File: src/rtl/legup_div_sequential.sv
// Iterative radix-2 restoring divider, one quotient bit per enabled cycle.
// A start/done handshake replaces a fixed pipeline depth. clken stalls the
// whole unit, matching the multiplier units.
//
// Ports:
//   clock        rising-edge clock
//   resetn       synchronous active-low reset (has priority over clken)
//   clken        clock enable; low freezes all state and outputs
//   start        request, accepted only in IDLE
//   dataa        dividend (widtha bits), captured on accepted start
//   datab        divisor (widthb bits), captured on accepted start
//   busy         high from the cycle after acceptance until done
//   done         one-cycle pulse (stretched while clken is low)
//   div_by_zero  valid with done; captured divisor was zero
//   quotient     result quotient, held until the next accepted start
//   remainder    result remainder, held until the next accepted start
//
// state | meaning
// IDLE  | waiting for start; result outputs hold
// PREP  | form operand magnitudes and result signs, load the iterator
// ITER  | widtha shift/subtract steps; the last step registers the results
// FIX   | done visible, busy low; start here is ignored
module legup_div_sequential #(
  parameter int    widtha         = 32,
  parameter int    widthb         = 32,
  parameter string representation = "UNSIGNED"
) (
  input  logic              clock,
  input  logic              resetn,
  input  logic              clken,
  input  logic              start,
  input  logic [widtha-1:0] dataa,
  input  logic [widthb-1:0] datab,
  output logic              busy,
  output logic              done,
  output logic              div_by_zero,
  output logic [widtha-1:0] quotient,
  output logic [widthb-1:0] remainder
);

  localparam bit is_signed = (representation == "SIGNED");
  localparam int CW = $clog2(widtha + 1);

  typedef enum logic [1:0] {IDLE, PREP, ITER, FIX} state_t;

  state_t state, state_next;

  logic [CW-1:0]     count;
  logic [widtha-1:0] a_reg;
  logic [widthb-1:0] b_reg;
  logic [widtha-1:0] q_sr;
  logic [widthb-1:0] rem;
  logic [widthb-1:0] b_mag;
  logic              rem_neg;
  logic              q_neg;

  logic              accept;
  logic              last_iter;
  logic              a_sign;
  logic              b_sign;
  logic [widthb:0]   shifted;
  logic              trial_ok;
  logic [widthb-1:0] rem_step;
  logic [widtha-1:0] q_step;
  logic              div0;
  logic [widtha-1:0] q_final;
  logic [widthb-1:0] r_final;

  always_comb begin
    state_next = state;
    accept     = 1'b0;
    last_iter  = 1'b0;
    case (state)
      IDLE: begin
        if (start) begin
          accept     = 1'b1;
          state_next = PREP;
        end
      end
      PREP: state_next = ITER;
      ITER: begin
        if (count == CW'(1)) begin
          last_iter  = 1'b1;
          state_next = FIX;
        end
      end
      FIX:  state_next = IDLE;
      default: state_next = IDLE;
    endcase
  end

  always_ff @(posedge clock) begin
    if (!resetn)
      state <= IDLE;
    else if (clken)
      state <= state_next;
  end

  // One restoring step. The shifted partial remainder is below 2*|b|, so
  // when it is at least |b| the widthb-bit difference is exact; when it is
  // smaller its top bit is zero and the low bits are the restored value.
  always_comb begin
    a_sign   = is_signed && a_reg[widtha-1];
    b_sign   = is_signed && b_reg[widthb-1];
    shifted  = {rem, q_sr[widtha-1]};
    trial_ok = (shifted >= {1'b0, b_mag});
    if (trial_ok) begin
      rem_step = shifted[widthb-1:0] - b_mag;
      q_step   = {q_sr[widtha-2:0], 1'b1};
    end else begin
      rem_step = shifted[widthb-1:0];
      q_step   = {q_sr[widtha-2:0], 1'b0};
    end
    div0 = (b_reg == '0);
    // Divide by zero reports the raw dividend bits, bypassing sign fix-up.
    if (div0) begin
      q_final = '1;
      r_final = a_reg[widthb-1:0];
    end else begin
      q_final = q_neg ? -q_step : q_step;
      r_final = rem_neg ? -rem_step : rem_step;
    end
  end

  always_ff @(posedge clock) begin
    if (!resetn) begin
      count       <= '0;
      a_reg       <= '0;
      b_reg       <= '0;
      q_sr        <= '0;
      rem         <= '0;
      b_mag       <= '0;
      rem_neg     <= 1'b0;
      q_neg       <= 1'b0;
      busy        <= 1'b0;
      done        <= 1'b0;
      div_by_zero <= 1'b0;
      quotient    <= '0;
      remainder   <= '0;
    end else if (clken) begin
      case (state)
        IDLE: begin
          if (accept) begin
            a_reg <= dataa;
            b_reg <= datab;
            busy  <= 1'b1;
          end
        end
        PREP: begin
          rem_neg <= a_sign;
          q_neg   <= a_sign ^ b_sign;
          q_sr    <= a_sign ? -a_reg : a_reg;
          b_mag   <= b_sign ? -b_reg : b_reg;
          rem     <= '0;
          count   <= CW'(widtha);
        end
        ITER: begin
          rem   <= rem_step;
          q_sr  <= q_step;
          count <= count - CW'(1);
          // Results are registered on entry to FIX so done and the values
          // are visible together during the FIX cycle.
          if (last_iter) begin
            quotient    <= q_final;
            remainder   <= r_final;
            div_by_zero <= div0;
            done        <= 1'b1;
            busy        <= 1'b0;
          end
        end
        FIX: done <= 1'b0;
        default: done <= 1'b0;
      endcase
    end
  end

endmodule
File: config.mk
export PLATFORM = sky130hd
export DESIGN_NAME = legup_div_sequential
export DESIGN_NICKNAME = d
export VERILOG_FILES = /design/src/rtl/legup_div_sequential.sv
export SDC_FILE = /design/constraint.sdc
export NUM_CORES = 1
export LEC_CHECK = 0
export BUFFER_PORTS_ARGS = -buffer_cell sky130_fd_sc_hd__buf_2
export CAP_MARGIN = 20
export CORE_UTILIZATION = 40
export CTS_CLUSTER_SIZE = 28
export DETAILED_ROUTE_END_ITERATION = 7
export SLEW_MARGIN = 25
export SYNTH_ARGS = -nofsm -noshare
export SYNTH_HDL_FRONTEND = slang
export SYNTH_SLANG_ARGS = --single-unit
File: constraint.sdc
create_clock -name clock -period 7.2 [get_ports clock]
set_clock_uncertainty 0.15 [all_clocks]
set_input_delay 1.44 -clock clock [delete_from_list [all_inputs] [get_ports clock]]
set_output_delay 1.44 -clock clock [all_outputs]
set_load 0.05 [all_outputs]
==> qor.csv, run 1 <==
metric,value,unit
Clock Path Buffers,3,
worst-skew pair later-pin latency,0.53,ns
Initial Util,40.8,%
Worst Hold Path EP,b_mag[21]$_SDFFE_PN0P_,
crit start category,flop,
port bufs,134,
Final #Nets,1609,
hold_buf cts,0,
Global Route Usage Sum,21.7,%
total number of vias,10200,
n_diodes,0,
drt initial violations,736,
area of the multi-input gates,6060,sq um
CP startpoint,b_mag[27]$_SDFFE_PN0P_,
vias per inst,5.38,
Reg2Reg Setup Slack,3.61,ns
ANT nets after route,0,
Yosys top cell by area,dfxtp_1,
peak supply drop,0.164,mV
initial antenna violation count,0,
PD cells,238,nW/um^2
synthesized instance count,1439,
RSZ-0062 raised after global routing,no,
Syn Std Cell Area,11400,sq um
WL/cell,16.8,um
share of layout cells above drive strength 1,14.7,%
min-delay src,b_mag[21]$_SDFFE_PN0P_,
final hold vios,0,
final wirelength,32000,um
Slew @ Worst Pin,1.04,ns
Synth Warn #,0,
worst path cell trace,"inv_1, ha_1, nand4_1, or3_4, nor4_2, a211oi_1, o2111ai_2, nand2_1, or3_1, a32oi_1, nor2_1",
ys async rst share,0,%
number of global-route vias before repair,9226,
post-synthesis cell type count,70,
top cell type's share of synthesized area,41.4,%
largest net degree at the start of global routing,96,
Post-synth EDFFs,0,
Final setup viols,0,
setup repair bufs after CTS,0,
sequential share of the synthesized area,41.4,%
Die Ht,171,um
Pleak,0.00517,uW
most frequent cells in the layout,"nand2_1 (236), dfxtp_1 (235), a21oi_1 (159)",
worst reg2reg path depth,11,
total grt overflow,0,
Slew headroom,30.5,%
"leading cell type in the layout, fill and taps excluded",nand2_1,
Seq. cell area,4700,sq um
Fillers,2875,
CTS Root Buffer Type,clkbuf_16,
"Slew Viols, Final",0,
DRC Markers,0,
Synth Area per Inst,7.91,sq um
ys flop type,dfxtp_1,
"Max stage delay cell, worst path",or3_1,
post_cts resized,0,
worst r2r dst,rem[30]$_SDFFE_PN0P_,
TritonCTS buffer count,26,
worst slack at placement,3.17,ns
first-pass GRT wire length,50800,um
die area,29100,sq um
CTS tree,yes,
RR Startpoint,b_mag[27]$_SDFFE_PN0P_,
die width,171,um
final period utilization,49.8,%
Final TNS setup,0,ns
"top cells by area, synth","dfxtp_1 (41%), nand2_1 (7.8%), a21oi_1 (7.0%)",
setup ws final,3.61,ns
CP Data Arrival Time,3.83,ns
Fmax achieved,0.279,GHz
Area growth syn-to-layout,13.9,%
Pwr Total,3080,uW
status,"complete, no violations",
core area,27900,sq um
htree depth,1,
Sink Count,235,
crit-path max FO,15,
Synth Net Count,1546,
Worst Hold Depth,2,
WS Path Type,flop to flop,
clk slew on worst S/H paths,0.07,ns
Hold Path Class,flop to flop,
drt pass-1 iters,5,
Yosys reg bits,235,
CP Capture Type,flop,
I/O pin total,135,
total of max-cap violations,0,
"Data required, critical path",7.44,ns
Crit path largest cell delay,0.53,ns
GP Congestion,0.920,
Detail Placement HPWL,22000,um
Final min period,3.59,ns
row cnt,61,
-- metrics by stage --
stage | util (%) | std cells | area [sq um] | hold WS [ns]
3_3_place_gp | 43.6 | 1852 | 12200 | 0.294
5_1_grt | 46.5 | 1899 | 13000 | 0.322
3_5_place_dp | 43.6 | 1852 | 12200 | 0.297
6_report | 46.5 | 1899 | 13000 | 0.303
2_1_floorplan | - | 1439 | 11400 | 0.286
4_1_cts | 46.5 | 1899 | 13000 | 0.305
-- worst max-delay path by stage --
stage               slack [ns]                        end  cells after the start
CTS                       3.64       rem[30]$_SDFFE_PN0P_                     11
finish                    3.61       rem[30]$_SDFFE_PN0P_                     11
global placement          3.16  quotient[31]$_SDFFE_PN0P_                      5
floorplan                 4.06       rem[30]$_SDFFE_PN0P_                     13
detailed placement        3.17  quotient[31]$_SDFFE_PN0P_                      5
global route              3.27       rem[30]$_SDFFE_PN0P_                     11
-- cell families (layout without fill, tap and decap cells) --
logic type	count (synthesis)	in the layout	synth area share, %
and+or+nand+nor	561	561	21.6
adders and majority gates	39	39	4.36
xor gates and xnor gates	25	25	1.92
DFF	235	235	41.4
muxes	57	57	5.22
AOI/OAI and AO/OA	366	366	19.9
buffers and inverters	156	238	5.64
-- cell usage after synthesis, types with 3 or more instances --
cell        n
nor4_1     12
dfxtp_1   235
o211ai_1    4
nor3_1     52
a21boi_0    3
nand2b_1    8
mux2i_1    38
ha_1       38
and2_1      5
a211oi_1   36
a211o_1     3
a21o_1     20
clkbuf_1   95
nor2_1    158
nor2b_1     8
a31oi_1     6
xor2_1      9
a311oi_1    5
o21a_1      3
and4_1      3
a21oi_1   159
and3_1     10
o31ai_1    19
o21ai_0    54
nand3_1    34
nand3b_1    5
o311ai_1    3
o21bai_1    7
mux2_2     19
xnor2_1    16
buf_1       5
inv_1      47
a22oi_1    21
nand2_1   237
nand4_1    15
-- cell type report --
cell class	count	area share (%)
Timing Repair Buffer	143	5.69
Clock inverter	8	0.328
Inverter	48	1.41
Tap cell	378	3.65
Multi-Input combinational cell	1048	46.8
Clock buffer	39	5.87
Sequential cell	235	36.3
-- power by group --
| part | switching (uW) | total, uW | internal, uW |
|---|---|---|---|
| logic | 288 | 444 | 155 |
| clock network | 530 | 1260 | 727 |
| registers | 39.0 | 1380 | 1340 |
-- critical path: cells and delay by family, from the launching register on --
| kind | cells | cell delay [ns] |
|---|---|---|
| DFF | 1 | 0.33 |
| adders and majority gates | 1 | 0.43 |
| buffers and inverters | 1 | 0.04 |
| and+or+nand+nor | 6 | 2.02 |
| AOI/OAI and AO/OA | 3 | 0.48 |
-- per-layer routing --
layer  up-vias  track usage (%)  routed length [um]
met1      4791             32.6               16200
met3        39             2.64                1550
li1       5141                -                   -
met2       254             32.9               13600
met5         -                0                   0
met4         0             4.90                 559
Power figures use the tool's default switching activity.
==> inputs of run 2 (changes only) <==
- ABC_AREA: not set -> 1
- clock period: 7.2 -> 3.3 ns (I/O delays scaled with it)
==> run 2 against run 1 <==
Effect of this change:
- utilization is 0.68 points higher
- worst setup slack worse by 3.0 ns
- total power grew to 2.9 times the previous value
- largest cell class unchanged
- routed wire length is 16% higher
- register-to-register slack got worse by 3.0 ns
- combinational power increased to 6.3 times the previous value
- clock power rose to 2.5 times the previous value
- largest power group is now clock
- critical path type unchanged
==> qor.csv, run 2 <==
metric,value,unit,change
"top cells by area, synth","dfxtp_1 (39%), nand2_1 (16%), a21oi_1 (8.3%)",,
Post-synth EDFFs,0,,unchanged
row cnt,63,,+3.3%
Final #Nets,1973,,+23%
Detail Route met3 WL,1830,um,+18%
placed insts,2228,,+20%
status,"complete, no violations",,
Synth Area per Inst,6.77,sq um,-14%
Clock Path Buffers,3,,unchanged
ys flop type,dfxtp_1,,
WS Path Type,flop to flop,,
CTS tree,yes,,
initial antenna violation count,0,,unchanged
number of global-route vias before repair,10800,,+17%
worst path cell trace,"inv_1, ha_1, nand2_1, nor2_1, nand2_1, nor2_2, nand2_1, nand2_1, nor2_4, buf_4, nand3_1, nand2_1, a21oi_1, nor2_1",,
share of layout cells above drive strength 1,12.5,%,-2.3 points
largest net degree at the start of global routing,75,,-22%
PD cells,648,nW/um^2,+170%
Sink Count,235,,unchanged
Buf/Inv on CP,2,,+1
hold_buf cts,0,,unchanged
total of max-cap violations,0,,unchanged
drt pass-1 iters,7,,+2
setup repair bufs after CTS,0,,unchanged
Final TNS setup,0,ns,unchanged
most frequent cells in the layout,"nand2_1 (496), inv_1 (263), dfxtp_1 (235)",,
peak supply drop,0.441,mV,+170%
top cell type's share of synthesized area,39.2,%,-2.2 points
Global Route Usage Sum,24.0,%,+2.2 points
"Data required, critical path",3.54,ns,-3.90 ns
met1 WL,17700,um,+9.4%
final wirelength,37000,um,+16%
crit-path max FO,19,,+4
CTS Root Buffer Type,clkbuf_16,,
Yosys reg bits,235,,unchanged
Synth Net Count,1880,,+22%
Fmax achieved,0.371,GHz,+33%
"leading cell type in the layout, fill and taps excluded",nand2_1,,
DRC Markers,0,,unchanged
Max Used Layer,met4,,
clk slew on worst S/H paths,0.07,ns,about the same
Fillers,3054,,+6.2%
htree depth,1,,unchanged
sequential share of the synthesized area,39.2,%,-2.2 points
port bufs,134,,unchanged
first-pass GRT wire length,58600,um,+15%
core area,29600,sq um,+6.1%
Detail Placement HPWL,27400,um,+25%
drt initial violations,1023,,+39%
final hold vios,0,,unchanged
crit start category,flop,,
Slew headroom,58.9,%,+28 points
die area,30700,sq um,+5.4%
Final setup viols,0,,unchanged
RSZ-0062 raised after global routing,no,,
I/O pin total,135,,unchanged
vias per inst,5.05,,-6.2%
Area growth syn-to-layout,16.3,%,
"Slew Viols, Final",0,,unchanged
Seq. cell area,4700,sq um,unchanged
die width,175,um,+2.7%
met2 WL,16500,um,+21%
n_diodes,0,,unchanged
Syn Std Cell Area,12000,sq um,+5.5%
Die Ht,175,um,+2.7%
total number of vias,11500,,+12%
area of the multi-input gates,5900,sq um,-2.7%
Hold Path Class,input port to flop,,
GP Congestion,0.977,,+6.2%
commonest cells in the netlist,"nand2_1 (497), inv_1 (263), dfxtp_1 (235)",,
post-synthesis cell type count,40,,-43%
CP Capture Type,flop,,
Pleak,0.00648,uW,+25%
CP Data Arrival Time,2.94,ns,-0.89 ns
cell family with most CP delay,simple AND/OR/NAND/NOR gates,,
TritonCTS buffer count,26,,unchanged
Yosys top cell by area,dfxtp_1,,
ANT nets after route,0,,unchanged
Crit path largest cell delay,0.39,ns,-0.14 ns
Slew @ Worst Pin,0.616,ns,-0.427 ns
Synth Warn #,0,,unchanged
CP dominant cell by count,nand2_1,,
most common cell in the netlist,nand2_1,,
Initial Util,40.6,%,-0.23 points
ys async rst share,0,%,unchanged
final period utilization,81.7,%,+32 points
WL/cell,16.2,um,-3.5%
"Max stage delay cell, worst path",ha_1,,
Final min period,2.70,ns,-0.891 ns
post_cts resized,0,,unchanged
Non-Filler Instances,2276,,+20%
synthesized instance count,1773,,+23%
worst-skew pair later-pin latency,0.55,ns,+0.02 ns
total grt overflow,0,,unchanged
-- run 2: per-layer routing --
metal	vias to the layer above	global-route usage, %
met5	-	0
met4	0	6.34
met3	48	2.42
met2	302	38.5
met1	5282	34.2
li1	5859	-
-- run 2: worst paths after layout --
kind                          startpoint                         end  slack [ns]  cells past startpoint
setup reg to reg  b_mag[20]$_SDFFE_PN0P_  remainder[17]$_SDFFE_PN0P_        0.60                     14
hold / removal                  dataa[5]       a_reg[5]$_SDFFE_PN0P_        0.24                      3
hold reg to reg        busy$_SDFFE_PN0P_           busy$_SDFFE_PN0P_        0.30                      2
setup / recovery  b_mag[20]$_SDFFE_PN0P_  remainder[17]$_SDFFE_PN0P_        0.60                     14
-- run 2: per-stage QoR --
stage          hold WS (ns)  cell area (sq um)  util (%)  power (uW)  setup WS, ns
6_report              0.243              14000      47.2        9050         0.602
5_1_grt               0.249              14000      47.2        9550         0.381
4_1_cts               0.228              14000      47.2        9070         0.612
3_5_place_dp          0.291              13000      44.0        5870         0.639
3_3_place_gp          0.288              13000      44.0        5860         0.617
2_1_floorplan         0.277              12000         -        5120          1.20
-- run 2: kinds of logic after synthesis --
logic type / Yosys count / synth area share (%)
AND/OR/NAND/NOR: 743 / 25.9
adder cells (fa/ha/maj): 39 / 4.13
AO/OA/AOI/OAI: 378 / 17.6
buffers and inverters: 360 / 11.9
XOR/XNOR: 18 / 1.31
flip-flops: 235 / 39.2
-- run 2: where the power goes --
group | switching, uW | internal (uW) | total (uW)
Combinational | 1980 | 797 | 2780
Clock | 1210 | 1980 | 3190
Sequential | 91.0 | 2980 | 3070
Total | 3290 | 5760 | 9050
-- run 2: final cells by class --
| type | instances | area share, % |
|---|---|---|
| Timing Repair Buffer | 156 | 6.46 |
| Sequential cell | 235 | 33.7 |
| Inverter | 269 | 7.24 |
| Tap cell | 390 | 3.50 |
| Clock buffer | 35 | 5.33 |
| Multi-Input combinational cell | 1178 | 42.2 |
| Clock inverter | 13 | 1.52 |
-- run 2: worst reg2reg max path, stage by stage, from the launching register on --
cell,delay (ns)
dfxtp_1,0.32
inv_1,0.09
ha_1,0.39
nand2_1,0.14
nor2_1,0.24
nand2_1,0.17
nor2_2,0.19
nand2_1,0.07
nand2_1,0.11
nor2_4,0.07
buf_4,0.22
nand3_1,0.13
nand2_1,0.09
a21oi_1,0.13
nor2_1,0.05
